--- src/rtl/seg7_scan_driver.sv ---
// seg7_scan_driver
//   Time-multiplexed driver for a common-anode seven-segment bank. A shadow
//   copy of a packed hex value is scanned one digit per refresh slot. Each
//   slot drives one anode, and that digit's nibble is decoded to a 0-F glyph.
//
// Parameters
//   NUM_DIGITS   digits scanned (1..8); nibble i drives digit i, digit 0 rightmost
//   REFRESH_DIV  clock cycles per digit slot (>= 2)
//   SEG_ACT_LOW  1: segment on = 0; 0: segment on = 1
//
// Ports
//   clk         system clock, rising edge
//   reset       synchronous, active-high
//   value       packed hex digits, nibble i = value[4i+3:4i]
//   load        capture value into the shadow register this cycle
//   blank_mask  bit i forces digit i dark (sampled live, not shadowed)
//   seg         segments {g,f,e,d,c,b,a}, registered
//   an          anode enables, active-low, registered, at most one low
//   digit_idx   digit slot in progress
//   slot_tick   high on the last cycle of each slot
//
// Build option
//   SEG7_LZ_SUPPRESS_EN  when defined, leading zeros of the shadow value are
//                        dark (digit 0 always shows). Suppression is ORed with
//                        blank_mask.
module seg7_scan_driver #(
  parameter int NUM_DIGITS  = 4,
  parameter int REFRESH_DIV = 50000,
  parameter int SEG_ACT_LOW = 1,
  localparam int IDX_W = (NUM_DIGITS > 1) ? $clog2(NUM_DIGITS) : 1,
  localparam int CNT_W = $clog2(REFRESH_DIV)
) (
  input  logic                    clk,
  input  logic                    reset,
  input  logic [4*NUM_DIGITS-1:0] value,
  input  logic                    load,
  input  logic [NUM_DIGITS-1:0]   blank_mask,
  output logic [6:0]              seg,
  output logic [NUM_DIGITS-1:0]   an,
  output logic [IDX_W-1:0]        digit_idx,
  output logic                    slot_tick
);

  localparam logic [6:0] SEG_OFF = (SEG_ACT_LOW != 0) ? 7'h7F : 7'h00;

  logic [CNT_W-1:0]        div_cnt;
  logic [4*NUM_DIGITS-1:0] shadow;
  logic                    slot_end;
  logic [3:0]              nibble;
  logic [6:0]              glyph_hi;
  logic [NUM_DIGITS-1:0]   lz_dark;
  logic                    digit_dark;
  logic [6:0]              seg_d;
  logic [NUM_DIGITS-1:0]   an_d;

  function automatic logic [6:0] glyph(input logic [3:0] n);
    case (n)
      4'h0: glyph = 7'h3F;
      4'h1: glyph = 7'h06;
      4'h2: glyph = 7'h5B;
      4'h3: glyph = 7'h4F;
      4'h4: glyph = 7'h66;
      4'h5: glyph = 7'h6D;
      4'h6: glyph = 7'h7D;
      4'h7: glyph = 7'h07;
      4'h8: glyph = 7'h7F;
      4'h9: glyph = 7'h6F;
      4'hA: glyph = 7'h77;
      4'hB: glyph = 7'h7C;
      4'hC: glyph = 7'h39;
      4'hD: glyph = 7'h5E;
      4'hE: glyph = 7'h79;
      default: glyph = 7'h71;
    endcase
  endfunction

  // slot_tick is decoded straight from the counter so it lines up with the
  // cycle in which digit_idx advances.
  assign slot_end  = (div_cnt == CNT_W'(REFRESH_DIV - 1));
  assign slot_tick = slot_end;

  assign nibble   = shadow[{digit_idx, 2'b00} +: 4];
  assign glyph_hi = glyph(nibble);

`ifdef SEG7_LZ_SUPPRESS_EN
  // Walk from the most significant digit down; a digit is dark while every
  // nibble from it upward is zero. Digit 0 is never suppressed.
  always_comb begin
    logic zero_above;
    zero_above = 1'b1;
    lz_dark    = '0;
    for (int i = NUM_DIGITS - 1; i >= 1; i--) begin
      zero_above = zero_above & (shadow[4*i +: 4] == 4'h0);
      lz_dark[i] = zero_above;
    end
  end
`else
  assign lz_dark = '0;
`endif

  assign digit_dark = blank_mask[digit_idx] | lz_dark[digit_idx];

  // Anodes stay off for the first cycle of every slot so the segment lines
  // can settle on the new glyph before any digit is lit.
  always_comb begin
    seg_d = SEG_OFF;
    an_d  = '1;
    if (!digit_dark) begin
      seg_d = (SEG_ACT_LOW != 0) ? ~glyph_hi : glyph_hi;
      if (div_cnt != '0) begin
        an_d[digit_idx] = 1'b0;
      end
    end
  end

  always_ff @(posedge clk) begin
    if (reset) begin
      shadow    <= '0;
      div_cnt   <= '0;
      digit_idx <= '0;
      seg       <= SEG_OFF;
      an        <= '1;
    end else begin
      if (load) begin
        shadow <= value;
      end
      if (slot_end) begin
        div_cnt <= '0;
        if (digit_idx == IDX_W'(NUM_DIGITS - 1)) begin
          digit_idx <= '0;
        end else begin
          digit_idx <= digit_idx + IDX_W'(1);
        end
      end else begin
        div_cnt <= div_cnt + CNT_W'(1);
      end
      seg <= seg_d;
      an  <= an_d;
    end
  end

endmodule

--- config.mk ---
export PLATFORM = sky130hd
export DESIGN_NAME = seg7_scan_driver
export DESIGN_NICKNAME = d
export VERILOG_FILES = /design/src/rtl/seg7_scan_driver.sv
export SDC_FILE = /design/constraint.sdc
export NUM_CORES = 1
export LEC_CHECK = 0
export BUFFER_PORTS_ARGS = -buffer_cell sky130_fd_sc_hd__buf_2
export CAP_MARGIN = 40
export CORE_UTILIZATION = 54
export CTS_CLUSTER_DIAMETER = 200
export DETAILED_ROUTE_END_ITERATION = 8
export PLACE_DENSITY = 0.81
export RECOVER_POWER = 25
export SYNTH_ARGS = -nofsm -noshare
export SYNTH_HDL_FRONTEND = slang
export SYNTH_SLANG_ARGS = --single-unit
--- constraint.sdc ---
create_clock -name clk -period 2.2 [get_ports clk]
set_input_delay 0.33 -clock clk [delete_from_list [all_inputs] [get_ports clk]]
set_output_delay 0.33 -clock clk [all_outputs]
set_load 0.005 [all_outputs]
-- Word-level counts from Yosys, hierarchy flattened
Memory sizes are Yosys's and may differ from the RTL's.
Index checks and enable logic that the tools add are counted.
- $add $sub $neg: 2
- $lt $le $gt $ge: 2
- equality and inequality tests: 2
- shift operators: 1
- mux-type cells: 7
- bitwise logic cells: 4
- reductions and logical operators: 5
- operators by type and width (cell ; count):
    adder 16 x 1 -> 16 bit, second input constant ; 1
    equality test 16 bit, second input constant ; 1
    nonzero test 16 bit ; 1
    indexed part select 16 x 5 -> 4 bit ; 1
    NOT 7 bit ; 1
    binary-select mux 1 bit (select 2 bit) ; 2
    NOT 4 bit ; 1
    OR reduction 2 bit ; 2
    less-than comparator 2 x 3 -> 1 bit, second input constant ; 1
    2-to-1 mux 1 bit ; 3
    OR reduction 3 bit ; 1
    adder 2 x 1 -> 2 bit, second input constant ; 1
    demux 1 bit (select 2 bit) ; 1
    equality test 2 bit, second input constant ; 1
    greater-or-equal comparator 2 x 1 -> 1 bit, second input constant ; 1
    2-to-1 mux 2 bit ; 1
    logical AND 1 bit ; 1
    NOT 1 bit ; 1
    bitwise OR 1 bit ; 1
- register bits: 45
- memory bits (read-only): 112
- input bits: 23
- output and inout port bits: 14
- word-level logic and storage cells: 29
- memories: 1
- memory list (name ; depth ; width ; read ports ; clocked after memory_dff ; wr ports ; line ; source):
    (name not given) ; 16 ; 7 ; 1 ; 0 ; 0 ; 57 ; case (n)

-- Depth between registers and ports, before layout
Gate-level depths: netlist (run 1).
- depth after elaboration: 5
- mapped depth: 7

-- Least setup slack after synthesis (run 1)
No wires, ideal clock.
- path kind: reg-to-reg
- start: register div_cnt[10]
- end: register digit_idx[0]
- setup time: 0.071 ns
- data arrival time: 1.934 ns
- required time: 2.129 ns
- path slack: 0.195 ns
- stages on the path, launching flop included: 5
- path buffers: 0
- clock period less this slack: 2.005 ns
- cells stage by stage: dfxtp_1 -> or4_1 -> or4_4 -> or4_1 -> a21oi_1
- word-level cells in the longest chain between the ends: 1
- RTL lines (what ; line ; source):
    start: declaration ; 46 ; logic [CNT_W-1:0] div_cnt;
    start signal: assignment ; 135 ; div_cnt <= div_cnt + CNT_W'(1);
    equality test 16 bit ; 79 ; assign slot_end = (div_cnt == CNT_W'(REFRESH_DIV - 1));
    end signal: assignment ; 132 ; digit_idx <= digit_idx + IDX_W'(1);
    end: declaration ; 40 ; output logic [IDX_W-1:0] digit_idx,
No other way between the ends.
A chain may end at the register's enable or synchronous reset.

-- Worst setup path after layout (run 1)
- start: register div_cnt[10]
- end: output port slot_tick
- word-level cells in the longest chain between the ends: 1
- RTL lines (what ; line ; source):
    equality test 16 bit ; 79 ;
    end: declaration ; 41 ; output logic slot_tick
No other way between the ends.

==> qor.csv, run 1 <==
stage,metric,value,unit
run_status,status,finished clean,
floorplan,Die Wd,63.5,µm
power_and_ir_drop,Leakage,1.00,nW
timing,Setup Skew,0.00382,ns
timing,RSZ-0062 raised after global routing,true,
synth,"top cells by area, synth","dfxtp_1 44%, mux2i_1 8.3%, ha_1 7.4%",
routing,total number of vias,1567,
routing,WL/cell,13.1,µm
worst_setup_path,R2R Setup Slk,0.07,ns
final_layout,# diodes,0,
worst_setup_path,r2r startpoint,div_cnt[10]$_SDFF_PP0_,
synth,synthesized cell area,2040,µm²
synth,Yosys reg bits,45,
floorplan,# IOs,37,
global_routing,Overflow after GRT,0,
timing,Rel. slew slack,26.0,%
placed_design,IO Port Bufs,36,
synth,post-synthesis sequential area ratio,44.1,%
worst_setup_path,crit path max fanout,2,
synth,commonest cells in the netlist,"45 x dfxtp_1, 32 x nor2_1, 17 x mux2i_1, 12 x ha_1, 12 x inv_1",
synth,Synth top area share,44.1,%
synth,Synth Flop Type,dfxtp_1,
synth,cell with the most instances after synthesis,dfxtp_1,
power_and_ir_drop,Total Power,0.00151,W
routing,drt first-iter violations,134,
power_and_ir_drop,Pwr Density,636,nW/µm²
global_routing,global-route wire length before repair,6.70,mm
routing,Antenna Nets Post-Route,0,
cts,Clock Latency Late Sink,0.29,ns
synth,Synth Area per Inst,9.76,µm²
synth,synth unique cells,31,
timing,Max Slew Vio Count,0,
min_path,hold path depth,3,
timing,# setup viols final,0,
cts,clk buf depth,2,
cts,CTS tree,yes,
placed_design,Post-Place Cells,284,
min_path,min-delay src,value[0],
run,max_cap viols,0,
synth,fraction of registers with async set/reset,0,%
worst_setup_path,Critical Path RT,1.87,ns
placed_design,Final Wtd Congestion,0.886,
timing,measured slew at the worst slew-check pin,1.11,ns
floorplan,Core Area,3470,µm²
final_layout,share of layout cells above drive strength 1,24.3,%
cts,Num CTS Buffers,5,
cts,H-tree depth,2,
cts,Root Driver,clkbuf_8,
timing,final setup margin,0.0417,ns
synth,Post-synth EDFFs,0,
global_routing,largest net degree at the start of global routing,22,
floorplan,initial core utilization,58.8,%
global_routing,initial antenna violation count,0,
timing,"Min Clock Period, post-route",2.16,ns
global_routing,Tot GR Track Use,21.8,%
routing,Vias/cell,5.35,
timing,fmax,463,MHz
routing,drt drc,0,
floorplan,row cnt,21,
worst_setup_path,Worst setup SP type,flip-flop,
min_path,worst min path class,input port to flip-flop,
final_layout,P&R area growth vs syn,16.7,%
synth,cell count after synthesis,209,
worst_setup_path,Crit Path Class,flip-flop to output port,
timing,final hold slack,0.276,ns
floorplan,Die ar.,4030,µm²
min_path,hold path endpoint,shadow[0]$_SDFFE_PP0P_,
worst_setup_path,R2R depth,5,
synth,synthesis warning total,0,
placed_design,hpwl dp,2.70,mm
routing,first drt pass iteration count,5,
placed_design,DP Worst Slack,0.134,ns
timing,"Hold Vio Cnt, Final",0,
final_layout,fillcell total,280,
routing,Post-Route WL,3.83,mm
cts,CTS sink count,45,
timing,period utilisation layout,98.1,%
synth,post-synth top area cell,dfxtp_1,
final_layout,Total Nets Final,282,
global_routing,number of global-route vias before repair,1543,
worst_setup_path,Worst setup EP type,output port,
floorplan,die span in y,63.5,µm
synth,post-synth net total,244,
cts,"CTS clk-pin slew, worst paths",0.08,ns
final_layout,Finished Layout Cells,293,
power_and_ir_drop,Peak VDD IR,337,µV
final_layout,"Core Util, Final",68.7,%
worst_setup_path,worst reg2reg endpoint,digit_idx[0]$_SDFFE_PP0P_,
worst_setup_path,CP arrival,1.83,ns
per-stage QoR:
step	instance area [µm²]	setup TNS [ns]
floorplan	2040	0
global placement	2270	0
detailed placement	2270	0
CTS	2380	0
global route	2380	-0.0257
finish	2380	0
kinds of logic after synthesis:
group / synth area share, %
AND/OR/NAND/NOR: 17.3
flip-flops: 44.1
multiplexers: 15.0
AO/OA/AOI/OAI: 6.93
buffers and inverters: 4.17
XOR/XNOR: 5.15
adder cells (fa/ha/maj): 7.36
worst max-delay path, stage by stage, from the launching register on:
cell and delay [ns]:
dfxtp_2 0.32, or4_4 0.53, or4_4 0.50, nor2_2 0.08, buf_2 0.11
final cells by class:
type | instances | area (µm²) | area share (%)
sequential | 45 | 903 | 37.9
tap | 46 | 57.6 | 2.42
inverter | 12 | 45.0 | 1.89
clock buffer | 7 | 86.3 | 3.62
timing repair buffer | 41 | 229 | 9.61
multi-input combinational | 142 | 1060 | 44.5
placed cells by master (no fill, tap or decap), types with 3 or more instances in the layout:
cell      netlist  routed
buf_2           2      35
mux4_2          5       5
and4_1          3       3
a21oi_1         7       7
xor2_1          9       9
or3_1           4       4
ha_1           12      12
nor2_1         32      31
xnor2_1         3       3
nand2_1        10      10
o21ai_0         6       6
nand4_1         4       4
nand3_1         8       8
o221ai_1        4       4
inv_1          12      12
mux2i_1        17      17
dfxtp_1        45      43
buf_4           0       4
clkbuf_8        0       6
report_power, final:
part / switching [W] / leakage [nW] / internal (W) / total [W]
Combinational: 0.0000768 / 0.589 / 0.0000743 / 0.000151
Clock: 0.000252 / 0.0443 / 0.000249 / 0.000501
Sequential: 0.0000167 / 0.369 / 0.000846 / 0.000862
per-layer routing:
| metal | share of wire, % | wire (µm) | global-route usage [%] |
|---|---|---|---|
| met1 | 46 | 1760 | 26.1 |
| met2 | 49 | 1860 | 35.9 |
| met3 | 4.8 | 185 | 7.25 |
| met4 | 0.57 | 22 | 7.95 |
| met5 | 0 | 0 | 0 |
flip-flops by register name (all words and copies together) (netlist names):
register,cells
shadow,16
digit_idx,2
an,4
seg,7
div_cnt,16
worst max path at each step:
stage / start / endpoint / slack (ns)
2_1_floorplan: div_cnt[10]$_SDFF_PP0_ / digit_idx[0]$_SDFFE_PP0P_ / 0.20
3_3_place_gp: div_cnt[10]$_SDFF_PP0_ / digit_idx[0]$_SDFFE_PP0P_ / 0.16
3_5_place_dp: div_cnt[10]$_SDFF_PP0_ / digit_idx[0]$_SDFFE_PP0P_ / 0.13
4_1_cts: div_cnt[10]$_SDFF_PP0_ / slot_tick / 0.02
5_1_grt: div_cnt[10]$_SDFF_PP0_ / slot_tick / -0.03
6_report: div_cnt[10]$_SDFF_PP0_ / slot_tick / 0.04
timing repair:
item / CTS / global route
setup endpoints to repair: 1 / 1
pin swaps: 1 / 0
resized for setup: 2 / 2
buffers inserted: 2 / 0
hold buffers: 0 / 0
Power figures use the tool's default switching activity.
==> run 2, diff against run 1 <==
Settings changed: CORE_UTILIZATION 54 to 59, CTS_CLUSTER_SIZE set to 24, PLACE_DENSITY 0.81 to 0.87.
Clock period 2.2 ns to 2.7 ns, I/O delays scaled along.
==> qor.csv, run 2 (same netlist as run 1, synthesis figures left out) <==
stage,metric,value,unit
final_layout,Total Nets Final,278,
power_and_ir_drop,Total Power,0.00117,W
run,max_cap viols,0,
timing,Rel. slew slack,23.5,%
power_and_ir_drop,Peak VDD IR,330,µV
power_and_ir_drop,Pwr Density,507,nW/µm²
timing,period utilisation layout,91.1,%
floorplan,# IOs,37,
timing,Setup Skew,0.0128,ns
cts,"CTS clk-pin slew, worst paths",0.12,ns
global_routing,global-route wire length before repair,6.20,mm
routing,Antenna Nets Post-Route,0,
routing,WL/cell,12.9,µm
timing,"Min Clock Period, post-route",2.46,ns
floorplan,Core Area,3180,µm²
worst_setup_path,Worst setup EP type,output port,
routing,drt first-iter violations,160,
final_layout,P&R area growth vs syn,13.3,%
floorplan,initial core utilization,64.2,%
floorplan,row cnt,20,
timing,"Hold Vio Cnt, Final",0,
cts,clk buf depth,2,
power_and_ir_drop,Leakage,0.975,nW
placed_design,Final Wtd Congestion,0.888,
global_routing,met3 Track Usage GR,7.68,%
worst_setup_path,crit path max fanout,6,
routing,drt drc,0,
placed_design,IO Port Bufs,36,
cts,CTS tree,yes,
timing,# setup viols final,0,
placed_design,Post-Place Cells,280,
routing,Post-Route WL,3.72,mm
cts,Post-CTS Setup Inserts,0,
final_layout,top flop regs,"div_cnt: 16 flops, shadow: 16 flops, seg: 7 flops",
final_layout,"most common cell after layout, fill and taps aside",dfxtp_1,
final_layout,most frequent cells in the layout,"45 x dfxtp_1, 35 x buf_2, 32 x nor2_1",
timing,Max Slew Vio Count,0,
floorplan,die span in y,60.8,µm
worst_setup_path,Critical Path RT,2.30,ns
timing,measured slew at the worst slew-check pin,1.15,ns
run_status,status,finished clean,
global_routing,Overflow after GRT,0,
placed_design,hpwl dp,2.72,mm
timing,fmax,407,MHz
routing,Vias/cell,5.43,
cts,Num CTS Buffers,5,
worst_setup_path,CP arrival,2.05,ns
cts,CTS sink count,45,
timing,setup tns final,0,ns
placed_design,DP Worst Slack,0.558,ns
cts,Clock Latency Late Sink,0.36,ns
cts,Root Driver,clkbuf_4,
final_layout,# diodes,0,
global_routing,Tot GR Track Use,23.2,%
worst_setup_path,Worst setup SP type,flip-flop,
cts,hold bufs inserted after CTS,0,
min_path,worst min path class,input port to flip-flop,
floorplan,Die ar.,3700,µm²
routing,total number of vias,1563,
timing,final setup margin,0.241,ns
cts,H-tree depth,2,
routing,first drt pass iteration count,7,
global_routing,met2 GRT Util,35.5,%
global_routing,initial antenna violation count,0,
global_routing,met1 track demand over resource,31.2,%
final_layout,Finished Layout Cells,288,
final_layout,share of layout cells above drive strength 1,22.1,%
global_routing,number of global-route vias before repair,1398,
floorplan,Die Wd,60.8,µm
cts,cells resized by post-CTS repair,0,
global_routing,largest net degree at the start of global routing,22,
worst_setup_path,Crit Path Class,flip-flop to output port,
timing,RSZ-0062 raised after global routing,false,
global_routing,grt peak-use layer,met2,
worst_setup_path,R2R Setup Slk,0.53,ns
-- run 2: cell types whose count changed in the layout (fill, tap and decap cells not counted), sizes merged --
cell    change
buf         -4
clkinv      +1
-- run 2: cell type report --
type / count / area [µm²]
inverter: 12 / 45.0
tap: 44 / 55.1
clock buffer: 7 / 65.1
sequential: 45 / 901
timing repair buffer: 37 / 186
multi-input combinational: 142 / 1050
clock inverter: 1 / 5.00
fill: 236 / 866
-- run 2: final timing paths --
path	cells after the start	end	start
worst max-delay path	4	slot_tick	div_cnt[10]$_SDFF_PP0_
worst min-delay path	3	shadow[11]$_SDFFE_PP0P_	value[11]
worst min register to register	1	div_cnt[0]$_SDFF_PP0_	div_cnt[0]$_SDFF_PP0_
worst max register to register	5	seg[3]$_SDFF_PP1_	digit_idx[0]$_SDFFE_PP0P_
-- run 2: metrics by stage --
step	util [%]	hold slack [ns]	instance area, µm²
finish	72.8	0.272	2310
CTS	72.8	0.275	2310
detailed placement	70.6	0.479	2240
floorplan	-	0.438	2040
global route	72.8	0.258	2310
global placement	70.6	0.461	2240
-- run 2: where the power goes --
part	total, W	internal [W]	switching (W)
Combinational	0.000119	0.0000577	0.0000610
Clock	0.000350	0.000151	0.000199
Sequential	0.000703	0.000690	0.0000133
-- run 2: critical path, stage by stage (launching register included) --
cell and delay, ns:
dfxtp_1 0.36, or4_1 0.54, or4_4 0.58, nor2_1 0.10
buf_2 0.11
-- run 2: per-layer routing --
layer,part of all wire (%),wire [µm]
met5,0,0
met3,4.7,174
met2,45,1660
met1,49,1810
met4,2.1,78
